## config.mk

```make
export PLATFORM = sky130hd
export DESIGN_NAME = spi_dev_proto_flat
export DESIGN_NICKNAME = d
export VERILOG_FILES = /design/src/rtl/spi_dev_proto_if.sv /design/src/rtl/spi_dev_proto.sv /design/src/flat_wrapper.sv
export SDC_FILE = /design/constraint.sdc
export NUM_CORES = 1
export LEC_CHECK = 0
export ABC_CLOCK_PERIOD_IN_PS = 2500
export CAP_MARGIN = 5
export CORE_MARGIN = 10
export CORE_UTILIZATION = 49
export CTS_CLUSTER_SIZE = 20
export DETAILED_ROUTE_END_ITERATION = 8
export GPL_ROUTABILITY_DRIVEN = 1
export PLACE_DENSITY = 0.74
export SKIP_CTS_REPAIR_TIMING = 1
export SYNTH_ARGS = -nofsm -noshare
export SYNTH_HDL_FRONTEND = slang
export SYNTH_SLANG_ARGS = --single-unit
```

## constraint.sdc

```tcl
create_clock -name clk -period 2.5 [get_ports clk]
set_input_delay 0.375 -clock clk [delete_from_list [all_inputs] [get_ports clk]]
set_output_delay 0.375 -clock clk [all_outputs]
set_load 0.01 [all_outputs]
```

## src/rtl/spi_dev_proto_if.sv

```systemverilog
// Handler-side bus of the SPI device protocol wrapper: byte broadcast,
// frame-end notification, grant handshake and per-handler read bytes.
interface spi_dev_proto_if #(
  parameter int N_PORTS = 2
);
  logic [7:0]           pw_wdata;
  logic                 pw_wcmd;
  logic                 pw_wstb;
  logic                 pw_end;
  logic [N_PORTS-1:0]   pw_req;
  logic [N_PORTS-1:0]   pw_gnt;
  logic [8*N_PORTS-1:0] pw_rdata;
  logic [N_PORTS-1:0]   pw_rstb;

  // Wrapper side: drives broadcast and grant, receives requests and read bytes.
  modport master (
    output pw_wdata, pw_wcmd, pw_wstb, pw_end, pw_gnt,
    input  pw_req, pw_rdata, pw_rstb
  );

  // Handler side: the mirror image of the wrapper view.
  modport slave (
    input  pw_wdata, pw_wcmd, pw_wstb, pw_end, pw_gnt,
    output pw_req, pw_rdata, pw_rstb
  );
endinterface

```

## src/rtl/spi_dev_proto.sv

```systemverilog
// Protocol wrapper between the byte-level SPI device core and N command
// handlers. Every received byte is broadcast to all handlers, the first byte
// of a CS frame is flagged as the command byte, one requesting handler is
// granted per frame, and the granted handler's read bytes are queued in a
// small FIFO feeding the core's TX path.
module spi_dev_proto #(
  parameter int         N_PORTS   = 2,
  parameter int         TX_DEPTH  = 8,
  parameter logic [7:0] FILL_BYTE = 8'hff
) (
  input  logic           clk,
  input  logic           rst,
  input  logic [7:0]     sc_rx_data,
  input  logic           sc_rx_stb,
  input  logic           sc_rx_first,
  input  logic           sc_cs_end,
  output logic [7:0]     sc_tx_data,
  input  logic           sc_tx_ack,
  output logic           stat_tx_ovf,
  spi_dev_proto_if.master pw
);

  localparam int AW = $clog2(TX_DEPTH);
  localparam logic [AW:0] DEPTH_C = (AW+1)'(TX_DEPTH);

  typedef enum logic [0:0] {
    ST_IDLE    = 1'b0,
    ST_GRANTED = 1'b1
  } state_e;

  // Fixed-priority pick: one-hot of the lowest-index set request bit.
  function automatic logic [N_PORTS-1:0] lowest_onehot(input logic [N_PORTS-1:0] req);
    logic [N_PORTS-1:0] oh;
    logic               found;
    oh    = '0;
    found = 1'b0;
    for (int i = 0; i < N_PORTS; i++) begin
      if (req[i] && !found) begin
        oh[i] = 1'b1;
        found = 1'b1;
      end else begin
        oh[i] = 1'b0;
      end
    end
    return oh;
  endfunction

  // RX broadcast registers
  logic [7:0]         wdata_r;
  logic               wcmd_r;
  logic               wstb_r;
  logic               end_r;

  // Grant FSM
  state_e             state_r;
  state_e             state_s;
  logic [N_PORTS-1:0] gnt_r;
  logic [N_PORTS-1:0] gnt_s;

  // TX FIFO
  logic [7:0]         mem_r [TX_DEPTH];
  logic [AW-1:0]      wp_r;
  logic [AW-1:0]      rp_r;
  logic [AW:0]        cnt_r;
  logic [AW-1:0]      wp_s;
  logic [AW-1:0]      rp_s;
  logic [AW:0]        cnt_s;
  logic [7:0]         tx_data_r;
  logic [7:0]         head_s;
  logic               ovf_r;

  logic [7:0]         rdata_s;
  logic               rstb_sel_s;
  logic               push_s;
  logic               pop_s;
  logic               full_s;
  logic               wr_s;
  logic               drop_s;

  assign pw.pw_wdata = wdata_r;
  assign pw.pw_wcmd  = wcmd_r;
  assign pw.pw_wstb  = wstb_r;
  assign pw.pw_end   = end_r;
  assign pw.pw_gnt   = gnt_r;
  assign sc_tx_data  = tx_data_r;
  assign stat_tx_ovf = ovf_r;

  // RX path: one-cycle registered broadcast of bytes and the frame-end pulse.
  always_ff @(posedge clk) begin
    if (rst) begin
      wdata_r <= 8'h00;
      wcmd_r  <= 1'b0;
      wstb_r  <= 1'b0;
      end_r   <= 1'b0;
    end else begin
      wstb_r <= sc_rx_stb;
      wcmd_r <= sc_rx_stb & sc_rx_first;
      end_r  <= sc_cs_end;
      if (sc_rx_stb) begin
        wdata_r <= sc_rx_data;
      end
    end
  end

  // Grant FSM state and grant vector registers.
  always_ff @(posedge clk) begin
    if (rst) begin
      state_r <= ST_IDLE;
      gnt_r   <= '0;
    end else begin
      state_r <= state_s;
      gnt_r   <= gnt_s;
    end
  end

  // Grant FSM next state: a frame end in IDLE suppresses a new grant that
  // cycle; once granted, the owner keeps the grant until the frame ends.
  always_comb begin
    state_s = state_r;
    gnt_s   = gnt_r;
    case (state_r)
      ST_IDLE: begin
        if (end_r) begin
          state_s = ST_IDLE;
          gnt_s   = '0;
        end else if (|pw.pw_req) begin
          state_s = ST_GRANTED;
          gnt_s   = lowest_onehot(pw.pw_req);
        end else begin
          state_s = ST_IDLE;
          gnt_s   = '0;
        end
      end
      ST_GRANTED: begin
        if (end_r) begin
          state_s = ST_IDLE;
          gnt_s   = '0;
        end else begin
          state_s = ST_GRANTED;
          gnt_s   = gnt_r;
        end
      end
      default: begin
        state_s = ST_IDLE;
        gnt_s   = '0;
      end
    endcase
  end

  // Select the granted port's read byte and strobe (AND-OR mux on the one-hot grant).
  always_comb begin
    rdata_s = 8'h00;
    for (int i = 0; i < N_PORTS; i++) begin
      rdata_s = rdata_s | (pw.pw_rdata[8*i +: 8] & {8{gnt_r[i]}});
    end
    rstb_sel_s = |(pw.pw_rstb & gnt_r);
  end

  // FIFO control: frame end flushes and swallows any simultaneous push;
  // a push onto a full FIFO is accepted only when a pop frees a slot.
  always_comb begin
    push_s = (state_r == ST_GRANTED) && rstb_sel_s && !end_r;
    pop_s  = sc_tx_ack && (cnt_r != '0) && !end_r;
    full_s = (cnt_r == DEPTH_C);
    wr_s   = push_s && (!full_s || pop_s);
    drop_s = push_s && full_s && !pop_s;
    if (end_r) begin
      wp_s  = '0;
      rp_s  = '0;
      cnt_s = '0;
    end else begin
      wp_s  = wp_r + {{(AW-1){1'b0}}, wr_s};
      rp_s  = rp_r + {{(AW-1){1'b0}}, pop_s};
      cnt_s = cnt_r + {{AW{1'b0}}, wr_s} - {{AW{1'b0}}, pop_s};
    end
  end

  // Next TX byte: the post-update FIFO head, bypassing the byte being
  // written when it lands in the head slot, or the fill byte when empty.
  always_comb begin
    head_s = FILL_BYTE;
    if (cnt_s == '0) begin
      head_s = FILL_BYTE;
    end else if (wr_s && (wp_r == rp_s)) begin
      head_s = rdata_s;
    end else begin
      head_s = mem_r[rp_s];
    end
  end

  // FIFO storage write; contents need no reset since pointers gate reads.
  always_ff @(posedge clk) begin
    if (wr_s) begin
      mem_r[wp_r] <= rdata_s;
    end
  end

  // FIFO pointers, occupancy, registered TX byte and overflow pulse.
  always_ff @(posedge clk) begin
    if (rst) begin
      wp_r      <= '0;
      rp_r      <= '0;
      cnt_r     <= '0;
      tx_data_r <= FILL_BYTE;
      ovf_r     <= 1'b0;
    end else begin
      wp_r      <= wp_s;
      rp_r      <= rp_s;
      cnt_r     <= cnt_s;
      tx_data_r <= head_s;
      ovf_r     <= drop_s;
    end
  end

endmodule
```

## src/flat_wrapper.sv

```systemverilog
// flat-port wrapper written by rule: the top's interface ports become plain ports
module spi_dev_proto_flat 
#(
  parameter int         N_PORTS   = 2,
  parameter int         TX_DEPTH  = 8,
  parameter logic [7:0] FILL_BYTE = 8'hff
)
  (clk, rst, sc_rx_data, sc_rx_stb, sc_rx_first, sc_cs_end, sc_tx_data, sc_tx_ack, stat_tx_ovf, pw_pw_wdata, pw_pw_wcmd, pw_pw_wstb, pw_pw_end, pw_pw_gnt, pw_pw_req, pw_pw_rdata, pw_pw_rstb);
  spi_dev_proto_if #(.N_PORTS(N_PORTS)) pw_i ();
  input  logic clk;
  input  logic rst;
  input  logic [7:0] sc_rx_data;
  input  logic sc_rx_stb;
  input  logic sc_rx_first;
  input  logic sc_cs_end;
  output logic [7:0] sc_tx_data;
  input  logic sc_tx_ack;
  output logic stat_tx_ovf;
  output wire logic [$bits(pw_i.pw_wdata)-1:0] pw_pw_wdata;
  output wire logic [$bits(pw_i.pw_wcmd)-1:0] pw_pw_wcmd;
  output wire logic [$bits(pw_i.pw_wstb)-1:0] pw_pw_wstb;
  output wire logic [$bits(pw_i.pw_end)-1:0] pw_pw_end;
  output wire logic [$bits(pw_i.pw_gnt)-1:0] pw_pw_gnt;
  input wire logic [$bits(pw_i.pw_req)-1:0] pw_pw_req;
  input wire logic [$bits(pw_i.pw_rdata)-1:0] pw_pw_rdata;
  input wire logic [$bits(pw_i.pw_rstb)-1:0] pw_pw_rstb;
  assign pw_pw_wdata = pw_i.pw_wdata;
  assign pw_pw_wcmd = pw_i.pw_wcmd;
  assign pw_pw_wstb = pw_i.pw_wstb;
  assign pw_pw_end = pw_i.pw_end;
  assign pw_pw_gnt = pw_i.pw_gnt;
  assign pw_i.pw_req = pw_pw_req;
  assign pw_i.pw_rdata = pw_pw_rdata;
  assign pw_i.pw_rstb = pw_pw_rstb;
  spi_dev_proto #(.N_PORTS(N_PORTS), .TX_DEPTH(TX_DEPTH), .FILL_BYTE(FILL_BYTE)) u_core (.clk(clk), .rst(rst), .sc_rx_data(sc_rx_data), .sc_rx_stb(sc_rx_stb), .sc_rx_first(sc_rx_first), .sc_cs_end(sc_cs_end), .sc_tx_data(sc_tx_data), .sc_tx_ack(sc_tx_ack), .stat_tx_ovf(stat_tx_ovf), .pw(pw_i));
endmodule
```

==> impl_metrics.py <==
metrics = {
    "status": {
        "outcome": "finished, violations left",
        "violations": "setup timing",
    },
    "critical_path": {
        "cp_slowest_cell": "ha_2",
        "crit_chain": "inv_2 > ha_4 > a311oi_2 > ha_2 > buf_4 > buf_12 > mux2i_1 > nor3_1 > a221oi_2 > o211ai_1 > a21o_1",
        "path_class": "reg2reg",
        "cp-end-kind": "flip-flop",
        "crit_family": "compound AO/OA/AOI/OAI gates",
        "worstPathRequired_ns": 2.75,
        "cpPeakStageDelay_ns": 0.37,
        "cp_max_fo": 12,
        "regToRegSetupSlack_ns": -0.13,
        "startpoint_type": "flip-flop",
        "path_buf_inv": 3,
        "arrival_ns": 2.88,
    },
    "grt": {
        "grt_util_all_layers_pct": 14.21,
        "antenna_found_initial": 0,
        "grt_max_degree": 16,
        "gr-usage-met1_pct": 14.84,
        "grt_use_met2_pct": 25.79,
        "grt_pass1_vias": 2769,
        "busiest_layer": "met2",
        "grt_use_met3_pct": 5.357,
        "gr-total-overflow": 0,
        "grt_pass1_wl_mm": 14.03,
    },
    "final_layout": {
        "fillers": 618,
        "drive_above_1_share_pct": 20.31,
        "area_growth_pct": 29.67,
        "multiInputGateArea_mm2": 0.001443,
        "ff_latch_area_mm2": 0.002585,
        "diodes": 0,
        "nets": 429,
    },
    "clocking": {
        "cts_made_buffers": 9,
        "cts_sinks": 97,
        "clk_latency_ns": 0.35,
        "cts.reportedPaths.clkPinSlew_ns": 0.09,
        "ctsHtreeMaxLevel": 3,
        "cts_root_buffer": "clkbuf_8",
        "ctsLongestPathBuffers": 2,
        "cts_tree": "built",
    },
    "synthesis": {
        "synth.avg_cell_area_um2": 13.79,
        "synth_edf_count": 64,
        "synth_seq_cells": 97,
        "yosys_warnings": 0,
        "async_flop_share_pct": 0,
        "synth-seq-area-share_pct": 63.47,
        "syn_nets": 340,
        "synth_flop_cell": "edfxtp_1",
        "netlist_instances": 295,
        "netlist_area_mm2": 0.004069,
        "synth_cell_types": 41,
    },
    "pwr": {
        "fin_total_pwr_mw": 4.225,
        "p_per_area_mw_per_mm2": 800.8,
        "irDropWorstVdd_uv": 639.7,
        "total_leakage_power_nw": 1.874,
    },
    "sta": {
        "tightest_slew_ns": 0.6376,
        "finalHoldViolCount": 0,
        "slew_violations": 0,
        "setup_viol": 8,
        "max-slew-margin-rel_pct": 57.40,
        "skew_ns": 0.01029,
        "fmax_mhz": 380.4,
        "rsz0062_at_grt": "yes",
        "setup-tns-final_ns": -0.9481,
        "finalWorstSetupSlack_ns": -0.1286,
        "fin_crit_sh_pct": 105.1,
        "period_needed_ns": 2.629,
    },
    "die": {
        "num_rows": 33,
        "ioPinCount": 56,
        "die-area_mm2": 0.01235,
        "die_w_um": 111.1,
        "initial_core_util_pct": 50.02,
        "core_area_mm2": 0.008134,
        "die_h_um": 111.1,
    },
    "route": {
        "postRouteAntennaNets": 0,
        "wl_per_cell_um": 18.17,
        "dr.pass1.iters": 4,
        "drt_iter0_markers": 126,
        "wirelength_mm": 8.977,
        "num_vias": 2710,
        "drc": 0,
        "drt-vias-per-instance": 5.486,
    },
    "flow_run": {
        "cap_violations": 0,
    },
    "place": {
        "dp_worst_setup_slack_ns": -0.6068,
        "io_buffers": 55,
        "place_congestion": 0.7716,
        "hpwl_mm": 6.698,
    },
    "worst_hold_path": {
        "hp-class": "reg2reg",
    },
}
-- path summary, 6_finish.rpt --
path | start | to | depth (start not counted)
max reg2reg | u_core.cnt_r[3]$_SDFF_PP0_ | u_core.sc_tx_data[7]$_SDFF_PP1_ | 11
min reg2reg | u_core.pw.pw_wdata[2]$_SDFFE_PP0P_ | u_core.pw.pw_wdata[2]$_SDFFE_PP0P_ | 2
max | u_core.cnt_r[3]$_SDFF_PP0_ | u_core.sc_tx_data[7]$_SDFF_PP1_ | 11
min | u_core.pw.pw_wdata[2]$_SDFFE_PP0P_ | u_core.pw.pw_wdata[2]$_SDFFE_PP0P_ | 2
-- cell type report --
type	instances	share of cell area [%]
timing repair inverter	1	0.09485
multi-input combinational	173	27.34
clock inverter	3	1.281
sequential	97	48.99
timing repair buffer	94	16.53
inverter	8	0.6403
clock buffer	13	2.632
tap	105	2.490
-- kinds of logic after synthesis --
logic type      count (synthesis)  share of synthesized area (%)
compound gates                 50                          10.15
xor+xnor                        6                          1.292
fa+ha+maj                      11                          3.567
buf+inv                        25                          2.737
flops                          97                          63.47
mux                            25                          8.702
simple gates                   81                          10.09
-- per-stage QoR --
stage | instances | util (%) | hold WS [ns] | area (um^2)
final | 494 | 64.87 | 0.5091 | 5276
after global routing | 494 | 64.87 | 0.5507 | 5276
after CTS | 490 | 63.99 | 0.5110 | 5205
after detailed placement | 474 | 61.45 | 0.4861 | 4999
after global placement | 474 | 61.45 | 0.4722 | 4999
after floorplan | 295 | - | 0.4541 | 4135
-- Yosys cell counts, types with 8 or more instances --
| cell type | instances | area share (%) |
|---|---|---|
| a22o_1 | 16 | 3.4 |
| edfxtp_1 | 64 | 47 |
| or3_1 | 9 | 1.4 |
| o211ai_1 | 8 | 1.5 |
| a21o_1 | 9 | 1.7 |
| a221oi_1 | 8 | 1.7 |
| nor2_1 | 27 | 2.5 |
| dfxtp_1 | 33 | 16 |
| mux2i_1 | 17 | 4.2 |
| ha_1 | 10 | 3.1 |
| nand2_1 | 12 | 1.1 |
| nor3_1 | 11 | 1.4 |
-- state kept, by name, summed over array words and instances (netlist names) --
| register | cells |
|---|---|
| u_core.pw.pw_gnt | 2 |
| u_core.wp_r | 3 |
| u_core.pw.pw_end | 1 |
| u_core.pw.pw_wcmd | 1 |
| u_core.sc_tx_data | 8 |
| u_core.stat_tx_ovf | 1 |
| u_core.pw.pw_wdata | 8 |
| u_core.mem_r | 64 |
| u_core.state_r | 1 |
| u_core.cnt_r | 4 |
| u_core.rp_r | 3 |
| u_core.pw.pw_wstb | 1 |
-- cells in the final DEF (no fill, tap or decap), types with 2 or more instances in the layout --
cell	instances
a21o_1	9
a221oi_1	7
a22o_1	16
a22oi_1	2
and2_1	7
buf_12	2
buf_4	36
bufinv_16	2
clkbuf_1	4
clkbuf_8	9
clkdlybuf4s50_1	55
clkinvlp_4	2
dfxtp_1	31
dfxtp_2	2
edfxtp_1	64
ha_1	6
ha_2	2
ha_4	2
inv_1	5
inv_2	2
mux2i_1	17
mux4_2	7
nand2_1	12
nand2b_1	3
nor2_1	27
nor2b_1	4
nor3_1	10
o211ai_1	8
or2_2	2
or3_1	9
xnor2_1	4
-- routing by layer --
layer,up-vias,share of wire (%)
li1,1288,-
met1,1337,39
met2,72,54
met3,13,6.0
met4,0,1.8
met5,-,0
-- power by group --
group / switching (mW) / total [mW] / internal, mW / leakage (nW)
Sequential: 0.0428 / 1.85 / 1.81 / 0.858
Clock: 0.490 / 1.06 / 0.566 / 0.0978
Combinational: 0.600 / 1.32 / 0.718 / 0.918
-- worst min-delay path, cell delays in order (launching register included) --
cell and delay (ns):
dfxtp_1 0.34, mux2i_1 0.07, nor2_1 0.07
(Power assumes the default switching activity.)
